`src/rtl/rc4_prga_engine_if.sv`:
```
// Handshake and memory-bus bundle for the RC4 PRGA engine.
// master = engine side, slave = memories plus the controller that issues start.
interface rc4_prga_engine_if #(parameter int MSG_AW = 5);
  logic              start;
  logic              busy;
  logic              done;
  logic              ok;
  logic [7:0]        s_addr;
  logic [7:0]        s_wdata;
  logic              s_wren;
  logic [7:0]        s_rdata;
  logic [MSG_AW-1:0] e_addr;
  logic [7:0]        e_rdata;
  logic [MSG_AW-1:0] d_addr;
  logic [7:0]        d_wdata;
  logic              d_wren;

  modport master (
    input  start, s_rdata, e_rdata,
    output busy, done, ok, s_addr, s_wdata, s_wren, e_addr, d_addr, d_wdata, d_wren
  );

  modport slave (
    output start, s_rdata, e_rdata,
    input  busy, done, ok, s_addr, s_wdata, s_wren, e_addr, d_addr, d_wdata, d_wren
  );
endinterface

```
`src/rtl/rc4_prga_engine.sv`:
```
// RC4 keystream generation: decrypts MSG_LEN ROM bytes into the D RAM using the permuted S RAM.
// Define RC4_PLAINTEXT_CHECK_EN to abort on the first byte that is not a lowercase letter or space.
module rc4_prga_engine #(
  parameter int MSG_LEN = 32,
  parameter int MSG_AW  = 5,
  parameter int RD_LAT  = 2
) (
  input  logic               clk,
  input  logic               reset,
  rc4_prga_engine_if.master  bus
);

  typedef enum logic [3:0] {
    IDLE, RD_I, WT_I, RD_J, WT_J, WR_I, WR_J, RD_F, WT_F, WR_D, DONE
  } state_t;

  localparam logic [1:0]        WT_INIT = 2'(RD_LAT - 1);
  localparam logic [MSG_AW-1:0] K_LAST  = MSG_AW'(MSG_LEN - 1);

  state_t            state;
  logic [1:0]        wcnt;
  logic [7:0]        i, j, si, sj;
  logic [MSG_AW-1:0] k;

`ifdef RC4_PLAINTEXT_CHECK_EN
  function automatic logic is_text(input logic [7:0] v);
    return (v >= 8'h61 && v <= 8'h7a) || (v == 8'h20);
  endfunction
`endif

  // Outputs are set on the edge entering the state they belong to, so every
  // branch below prepares the bus for the next state.
  always_ff @(posedge clk or posedge reset) begin
    if (reset) begin
      state       <= IDLE;
      wcnt        <= '0;
      i           <= '0;
      j           <= '0;
      si          <= '0;
      sj          <= '0;
      k           <= '0;
      bus.busy    <= 1'b0;
      bus.done    <= 1'b0;
      bus.ok      <= 1'b0;
      bus.s_addr  <= '0;
      bus.s_wdata <= '0;
      bus.s_wren  <= 1'b0;
      bus.e_addr  <= '0;
      bus.d_addr  <= '0;
      bus.d_wdata <= '0;
      bus.d_wren  <= 1'b0;
    end else begin
      bus.s_wren <= 1'b0;
      bus.d_wren <= 1'b0;
      bus.done   <= 1'b0;
      case (state)
        IDLE: begin
          bus.s_addr  <= '0;
          bus.s_wdata <= '0;
          bus.e_addr  <= '0;
          bus.d_addr  <= '0;
          bus.d_wdata <= '0;
          if (bus.start) begin
            i          <= 8'd1;
            j          <= '0;
            k          <= '0;
            bus.ok     <= 1'b0;
            bus.busy   <= 1'b1;
            bus.s_addr <= 8'd1;
            state      <= RD_I;
          end
        end
        RD_I: begin
          wcnt  <= WT_INIT;
          state <= WT_I;
        end
        WT_I: begin
          if (wcnt != 2'd0) begin
            wcnt <= wcnt - 2'd1;
          end else begin
            si         <= bus.s_rdata;
            j          <= j + bus.s_rdata;
            bus.s_addr <= j + bus.s_rdata;
            state      <= RD_J;
          end
        end
        RD_J: begin
          wcnt  <= WT_INIT;
          state <= WT_J;
        end
        WT_J: begin
          if (wcnt != 2'd0) begin
            wcnt <= wcnt - 2'd1;
          end else begin
            sj          <= bus.s_rdata;
            bus.s_addr  <= i;
            bus.s_wdata <= bus.s_rdata;
            bus.s_wren  <= 1'b1;
            state       <= WR_I;
          end
        end
        WR_I: begin
          bus.s_addr  <= j;
          bus.s_wdata <= si;
          bus.s_wren  <= 1'b1;
          state       <= WR_J;
        end
        WR_J: begin
          bus.s_addr  <= si + sj;
          bus.s_wdata <= '0;
          bus.e_addr  <= k;
          state       <= RD_F;
        end
        RD_F: begin
          wcnt  <= WT_INIT;
          state <= WT_F;
        end
        WT_F: begin
          if (wcnt != 2'd0) begin
            wcnt <= wcnt - 2'd1;
          end else begin
            bus.s_addr  <= '0;
            bus.e_addr  <= '0;
            bus.d_addr  <= k;
            bus.d_wdata <= bus.s_rdata ^ bus.e_rdata;
`ifdef RC4_PLAINTEXT_CHECK_EN
            bus.d_wren  <= is_text(bus.s_rdata ^ bus.e_rdata);
`else
            bus.d_wren  <= 1'b1;
`endif
            state       <= WR_D;
          end
        end
        WR_D: begin
          bus.d_addr  <= '0;
          bus.d_wdata <= '0;
          // A suppressed write marks a rejected byte and ends the run.
          if (!bus.d_wren || k == K_LAST) begin
            bus.done <= 1'b1;
            bus.ok   <= bus.d_wren;
            state    <= DONE;
          end else begin
            k          <= k + 1'b1;
            i          <= i + 8'd1;
            bus.s_addr <= i + 8'd1;
            state      <= RD_I;
          end
        end
        DONE: begin
          bus.busy <= 1'b0;
          state    <= IDLE;
        end
        default: state <= IDLE;
      endcase
    end
  end

endmodule

```
`src/flat_wrapper.sv`:
```
// flat-port wrapper written by rule: the top's interface ports become plain ports
module rc4_prga_engine_flat 
#(
  parameter int MSG_LEN = 32,
  parameter int MSG_AW  = 5,
  parameter int RD_LAT  = 2
)
  (clk, reset, bus_start, bus_s_rdata, bus_e_rdata, bus_busy, bus_done, bus_ok, bus_s_addr, bus_s_wdata, bus_s_wren, bus_e_addr, bus_d_addr, bus_d_wdata, bus_d_wren);
  rc4_prga_engine_if #(.MSG_AW(MSG_AW)) bus_i ();
  input  logic clk;
  input  logic reset;
  input wire logic [$bits(bus_i.start)-1:0] bus_start;
  input wire logic [$bits(bus_i.s_rdata)-1:0] bus_s_rdata;
  input wire logic [$bits(bus_i.e_rdata)-1:0] bus_e_rdata;
  output wire logic [$bits(bus_i.busy)-1:0] bus_busy;
  output wire logic [$bits(bus_i.done)-1:0] bus_done;
  output wire logic [$bits(bus_i.ok)-1:0] bus_ok;
  output wire logic [$bits(bus_i.s_addr)-1:0] bus_s_addr;
  output wire logic [$bits(bus_i.s_wdata)-1:0] bus_s_wdata;
  output wire logic [$bits(bus_i.s_wren)-1:0] bus_s_wren;
  output wire logic [$bits(bus_i.e_addr)-1:0] bus_e_addr;
  output wire logic [$bits(bus_i.d_addr)-1:0] bus_d_addr;
  output wire logic [$bits(bus_i.d_wdata)-1:0] bus_d_wdata;
  output wire logic [$bits(bus_i.d_wren)-1:0] bus_d_wren;
  assign bus_i.start = bus_start;
  assign bus_i.s_rdata = bus_s_rdata;
  assign bus_i.e_rdata = bus_e_rdata;
  assign bus_busy = bus_i.busy;
  assign bus_done = bus_i.done;
  assign bus_ok = bus_i.ok;
  assign bus_s_addr = bus_i.s_addr;
  assign bus_s_wdata = bus_i.s_wdata;
  assign bus_s_wren = bus_i.s_wren;
  assign bus_e_addr = bus_i.e_addr;
  assign bus_d_addr = bus_i.d_addr;
  assign bus_d_wdata = bus_i.d_wdata;
  assign bus_d_wren = bus_i.d_wren;
  rc4_prga_engine #(.MSG_LEN(MSG_LEN), .MSG_AW(MSG_AW), .RD_LAT(RD_LAT)) u_core (.clk(clk), .reset(reset), .bus(bus_i));
endmodule
```
`config.mk`:
```
export PLATFORM = sky130hd
export DESIGN_NAME = rc4_prga_engine_flat
export DESIGN_NICKNAME = d
export VERILOG_FILES = /design/src/rtl/rc4_prga_engine_if.sv /design/src/rtl/rc4_prga_engine.sv /design/src/flat_wrapper.sv
export SDC_FILE = /design/constraint.sdc
export NUM_CORES = 1
export LEC_CHECK = 0
export CORE_MARGIN = 2
export CORE_UTILIZATION = 45
export DETAILED_ROUTE_END_ITERATION = 10
export HOLD_SLACK_MARGIN = 0.15
export PLACE_DENSITY = 0.67
export SLEW_MARGIN = 5
export SYNTH_ARGS = -nofsm -noshare
export SYNTH_HDL_FRONTEND = slang
export SYNTH_SLANG_ARGS = --single-unit
```
`constraint.sdc`:
```
create_clock -name clk -period 3.4 [get_ports clk]
set_clock_uncertainty 0.1 [all_clocks]
set_input_delay 0.34 -clock clk [delete_from_list [all_inputs] [get_ports clk]]
set_output_delay 0.34 -clock clk [all_outputs]
set_load 0.02 [all_outputs]
```
# After elaboration in Yosys (flattened, before gate mapping)
# Cells that the tools add are included.
[totals] ff_bits=82 latchBits=0 mem_bits_rw=0 mem_bits_ro=0 inputBits=19 elab_cells=109 n_memories=0
[classes] n_addsub=5 n_mul=0 n_div=0 magnitude_cmp=0 eq_ne=18 shifts=0 muxes=39 bitwise_logic=2 n_reduce_logical=28
[ops] cell="2-to-1 mux 8 bit" n=8
[ops] cell="case mux 8 bit (7 select lines)" n=1
[ops] cell="case mux 8 bit (2 select lines)" n=3
[ops] cell="case mux 4 bit (10 select lines)" n=1
[ops] cell="case mux 8 bit (3 select lines)" n=1
[ops] cell="2-to-1 mux 4 bit" n=5
[ops] cell="2-to-1 mux 5 bit" n=4
[ops] cell="case mux 5 bit (2 select lines)" n=2
[ops] cell="adder 8 bit" n=2
[ops] cell="equality test 4 x 3 -> 1 bit (second input constant)" n=4
[ops] cell="case mux 5 bit (3 select lines)" n=1
[ops] cell="AND reduction 2 bit" n=7
[ops] cell="equality test 4 bit (second input constant)" n=3
[ops] cell="nonzero test 2 bit" n=6
[ops] cell="inequality test 2 bit (second input constant)" n=5
[ops] cell="AND reduction 3 bit" n=3
[ops] cell="adder 8 x 1 -> 8 bit (second input constant)" n=1
[ops] cell="equality test 4 x 2 -> 1 bit (second input constant)" n=2
[ops] cell="2-to-1 mux 1 bit" n=8
[ops] cell="bitwise XOR 8 bit" n=1
[ops] cell="nonzero test 7 bit" n=1
[ops] cell="case mux 1 bit (2 select lines)" n=3
[ops] cell="nonzero test 3 bit" n=2
[ops] cell="OR reduction 3 bit" n=2
[ops] cell="other kinds (14)" n=16

# Longest topological paths before layout
[logic_depth] word_depth=4 mapped_depth=9

# Worst setup path before layout
# No wires, ideal clock.
[synth_timing] kind="reg-to-reg" start="register u_core.j[1]" end="register u_core.bus.s_addr[7]" setup_ns=0.086 t_arrival_ns=1.965 required_time_ns=3.214 slack_ns=1.250 path_stages_with_launch=8 path_buffers=0 period_less_slack_ns=2.150 cell_sequence="dfrtp_1 ha_1 a21o_1 and4_1 o211ai_1 a21boi_0 or4_1 a32oi_1"
[synth_via] elab_chain_len=3
[synth_lines] element="start, declared" line_no="rc4_prga_engine.sv:22" rtl="logic [7:0] i, j, si, sj;"
[synth_lines] element="start signal, assigned" line_no="rc4_prga_engine.sv:82" rtl="j <= j + bus.s_rdata;"
[synth_lines] element="adder 8 bit" line_no="rc4_prga_engine.sv:83" rtl="bus.s_addr <= j + bus.s_rdata;"
[synth_lines] element="2-to-1 mux 8 bit" line_no="rc4_prga_engine.sv:78" rtl="if (wcnt != 2'd0) begin"
[synth_lines] element="case mux 8 bit (7 select lines)" line_no="rc4_prga_engine.sv:56" rtl="case (state)"
[synth_lines] element="end signal, assigned" line_no="rc4_prga_engine.sv:83"
[synth_lines] element="end signal, assigned" line_no="rc4_prga_engine.sv:96" rtl="bus.s_addr <= i;"
[synth_lines] element="end signal, assigned" line_no="rc4_prga_engine.sv:103" rtl="bus.s_addr <= j;"
[synth_lines] element="end, declared" line_no="rc4_prga_engine_if.sv:20" rtl="output busy, done, ok, s_addr, s_wdata, s_wren, e_addr, d_addr, d_wdata, d_wren"
# No other way between the ends. The select of a mux whose other input is x is not followed.
# A chain may end at the register's enable or synchronous reset.

# Worst setup path in the final report
[layout_timing] start="register u_core.state[2]" end="register u_core.bus.s_wdata[0]"
[layout_via] elab_chain_len=4 word_cells_on_any_way=9 cone_classes="eq/ne (4); mux (1); reduce/logical (4)"
[layout_lines] element="start, declared" line_no="rc4_prga_engine.sv:20" rtl="state_t state;"
[layout_lines] element="start signal, assigned" line_no="rc4_prga_engine.sv:35" rtl="state <= IDLE;"
[layout_lines] element="start signal, assigned" line_no="rc4_prga_engine.sv:70" rtl="state <= RD_I;"
[layout_lines] element="start signal, assigned" line_no="rc4_prga_engine.sv:75" rtl="state <= WT_I;"
[layout_lines] element="equality test 4 x 3 -> 1 bit or zero test 4 bit (tied branches)" line_no="rc4_prga_engine.sv:56"
[layout_lines] element="OR reduction 2 bit (no source line)"
[layout_lines] element="nonzero test 3 bit (no source line)"
[layout_lines] element="AND reduction 2 bit (no source line)"
[layout_lines] element="end signal, assigned" line_no="rc4_prga_engine.sv:97" rtl="bus.s_wdata <= bus.s_rdata;"
[layout_lines] element="end signal, assigned" line_no="rc4_prga_engine.sv:104" rtl="bus.s_wdata <= si;"
[layout_lines] element="end, declared" line_no="rc4_prga_engine_if.sv:20"
# Parallel ways exist; a longest one is shown, timed or not.

==> flow_summary_export.csv <==
group,metric,value,unit
synthesis,synth_area_leaders,"dfrtp_1 46%, mux2_2 5.3%, ha_1 5.1%",
worst_setup_path,reg2reg_to,"u_core.bus.s_wdata[0]",
floorplan,num_rows,36,
global_route,grt_util_met1,0.3124,
worst_setup_path,rrSetupSlack,0.66,ns
power,irDropWorstVdd,0.5049,mV
floorplan,core,0.009684,mm2
power,powerDensity,950.6,mW/mm2
global_route,grt_antenna_before_repair,0,
synthesis,yosysMostFrequentCell,"dfrtp_1",
sta,rsz0062_at_grt,"false",
floorplan,die_height,103.3,um
global_route,grt_use_met2,0.3482,
global_route,grt_use_met3,0.03898,
worst_setup_path,path_max_fanout,18,
drt,routedWlPerCell,17.42,um
sta,hold_viol,0,
final_layout,area_delta_synth_final,20.72,%
synthesis,synth_edf_count,0,
global_route,grt_max_degree,45,
synthesis,syn_inst,441,
clocking,clk_latency,0.36,ns
floorplan,dieArea,0.01067,mm2
min_path,min_path_type,"in2async",
synthesis,ys.flop_type,"dfrtp_1",
drt,dr.pass1.iters,5,
clocking,numCtsBuffers,9,
global_route,grt_pass1_wl,17970,um
synthesis,yosys-top-cells-count,"82 x dfrtp_1, 51 x nand2_1, 32 x o21ai_0",
clocking,cts.sinks,82,
final_layout,num-nets-final,536,
drt,wirelength,11060,um
job,max_cap_violations,0,
sta,max_freq,364.7,MHz
drt,drtIter0Drc,158,
floorplan,start_util,0.4583,
worst_setup_path,start_kind,"flip-flop",
worst_setup_path,cp.required,3.54,ns
sta,slew_viol_final,0,
global_route,busiest_layer,"met2",
worst_setup_path,rr_startpoint,"u_core.state[2]",
synthesis,yosysTopAreaCell,"dfrtp_1",
synthesis,ys_ff_latch,82,
clocking,post_cts_buffers,0,
clocking,clk_pin_slew,0.09,ns
synthesis,yosysWarningCount,0,
worst_setup_path,critical_path.endpoint,"u_core.bus.s_wdata[0]",
worst_setup_path,cp-end-kind,"flip-flop",
run_status,status,"complete, no violations",
synthesis,synth_area,0.004438,mm2
worst_setup_path,cp_data_arrival_time,2.88,ns
final_layout,n_fill_cell,837,
worst_setup_path,crit_start,"u_core.state[2]",
synthesis,synth_top_area_frac,0.4624,
clocking,cts_resized,0,
sta,fin_tns_setup,0,ns
worst_setup_path,path_class,"reg2reg",
clocking,htreeDepth,3,
drt,remaining_drc_errors,0,
worst_setup_path,rr_worst_depth,6,
power,power.total,0.005093,W
drt,via_count,3567,
drt,viasPerCell,5.617,
sta,worst-slew-pin-transition,0.7749,ns
final_layout,antennaDiodeCount,0,
place,gp_congestion,0.8434,
clocking,cts_root_buffer,"clkbuf_8",
place,port_buffers,57,
synthesis,synthesis.nets,480,
global_route,grt_pass1_vias,3452,
floorplan,die_width,103.3,um
sta,setup_violations,0,
floorplan,ios,58,
global_route,grt-ovfl-total,0,
synthesis,ys_seq_area_frac,0.4624,
drt,postRouteAntennaNets,0,
synthesis,avgSynthCellArea,10.06,um2
sta,finalCriticalPeriod,2.742,ns
synthesis,yosysUniqueCellTypes,61,
clocking,cts_tree,"done",
place,dp_hpwl,7851,um
sta,slew_headroom,0.4815,
power,p_leak,2.349,nW
final_layout,drive_gt1_frac,0.1215,
clocking,clock_path_buffers,2,
sta,post-route-period-util,0.8066,
synthesis,async_reset_ff_frac,1.000,
global_route,track_usage,0.2215,
clocking,postCtsHoldBufs,0,
-- layout by cell type, fill, tap and decap left out, drive strengths merged, types with 7 or more instances in the layout --
| cell type | synthesis | final |
|---|---|---|
| nand3 | 14 | 14 |
| nand2 | 51 | 51 |
| a22o | 18 | 18 |
| ha | 18 | 18 |
| mux2 | 21 | 21 |
| nand2b | 9 | 9 |
| clkbuf | 6 | 9 |
| o21ai | 36 | 36 |
| xor2 | 12 | 12 |
| nor2 | 31 | 31 |
| inv | 8 | 10 |
| dfrtp | 82 | 82 |
| a21oi | 32 | 32 |
| clkdlybuf4s50 | 0 | 57 |
| xnor2 | 8 | 8 |
| and3 | 7 | 7 |
-- cell families after synthesis --
logic type | synth area share
and+or+nand+nor | 0.1565
AOI/OAI and AO/OA | 0.2007
DFF | 0.4624
buffers and inverters | 0.02566
muxes | 0.05554
xor gates and xnor gates | 0.03947
adders and majority gates | 0.05977
-- power by group --
| group | internal, W | leakage, nW | total, W | switching (W) |
|---|---|---|---|---|
| registers | 0.00133 | 1.06 | 0.00170 | 0.000371 |
| clock network | 0.000352 | 0.102 | 0.000743 | 0.000391 |
| logic | 0.00117 | 1.19 | 0.00265 | 0.00148 |
-- metrics by stage --
| step | worst slack (ns) | instances | cell area, um2 | hold slack [ns] | utilization |
|---|---|---|---|---|---|
| after floorplan | 0.8516 | 441 | 4438 | 0.3567 | - |
| after global routing | 0.4051 | 635 | 5358 | 0.3441 | 0.5532 |
| after detailed placement | 0.5003 | 619 | 5150 | 0.3850 | 0.5318 |
| final | 0.6577 | 635 | 5358 | 0.2892 | 0.5532 |
| after global placement | 0.5888 | 619 | 5150 | 0.3790 | 0.5318 |
| after CTS | 0.6808 | 635 | 5358 | 0.3208 | 0.5532 |
-- layer usage --
metal	part of all wire	vias up
li1	-	1728
met1	0.46	1719
met2	0.48	105
met3	0.039	15
met4	0.021	0
met5	0	-
-- final cells by class --
cell class | instances | area, um2 | area share
clock buffers | 9 | 123.9 | 0.02312
clock inverters | 7 | 83.83 | 0.01565
inverters | 8 | 31.28 | 0.005838
multi-input cells | 333 | 2272 | 0.4241
flip-flops and latches | 82 | 2052 | 0.3830
well taps | 133 | 166.4 | 0.03106
repair buffers | 63 | 628.1 | 0.1172
-- sequential cells by signal, indices dropped and copies added (netlist names), 2 cells and up --
register,cells
u_core.j,8
u_core.bus.d_addr,5
u_core.k,5
u_core.bus.s_addr,8
u_core.state,4
u_core.bus.s_wdata,8
u_core.i,8
u_core.wcnt,2
u_core.sj,8
u_core.bus.d_wdata,8
u_core.bus.e_addr,5
u_core.si,8
-- how the worst min path moves through the flow --
stage                                  to  slack, ns  cells past startpoint
floorplan                  u_core.wcnt[0]       0.36                      1
global placement           u_core.wcnt[0]       0.38                      1
detailed placement   u_core.bus.e_addr[2]       0.39                      1
CTS                 u_core.bus.s_wdata[3]       0.32                      2
global route        u_core.bus.d_wdata[0]       0.34                      2
finish                       u_core.si[6]       0.29                      2
-- worst max-delay path, stage by stage, from the launching register on --
cell     delay, ns
dfrtp_1       0.63
nor2b_1       0.28
and3_1        0.40
nor3_2        0.60
nand2_1       0.36
nor2_1        0.17
a21oi_1       0.07
Power figures use the tool's default switching activity.
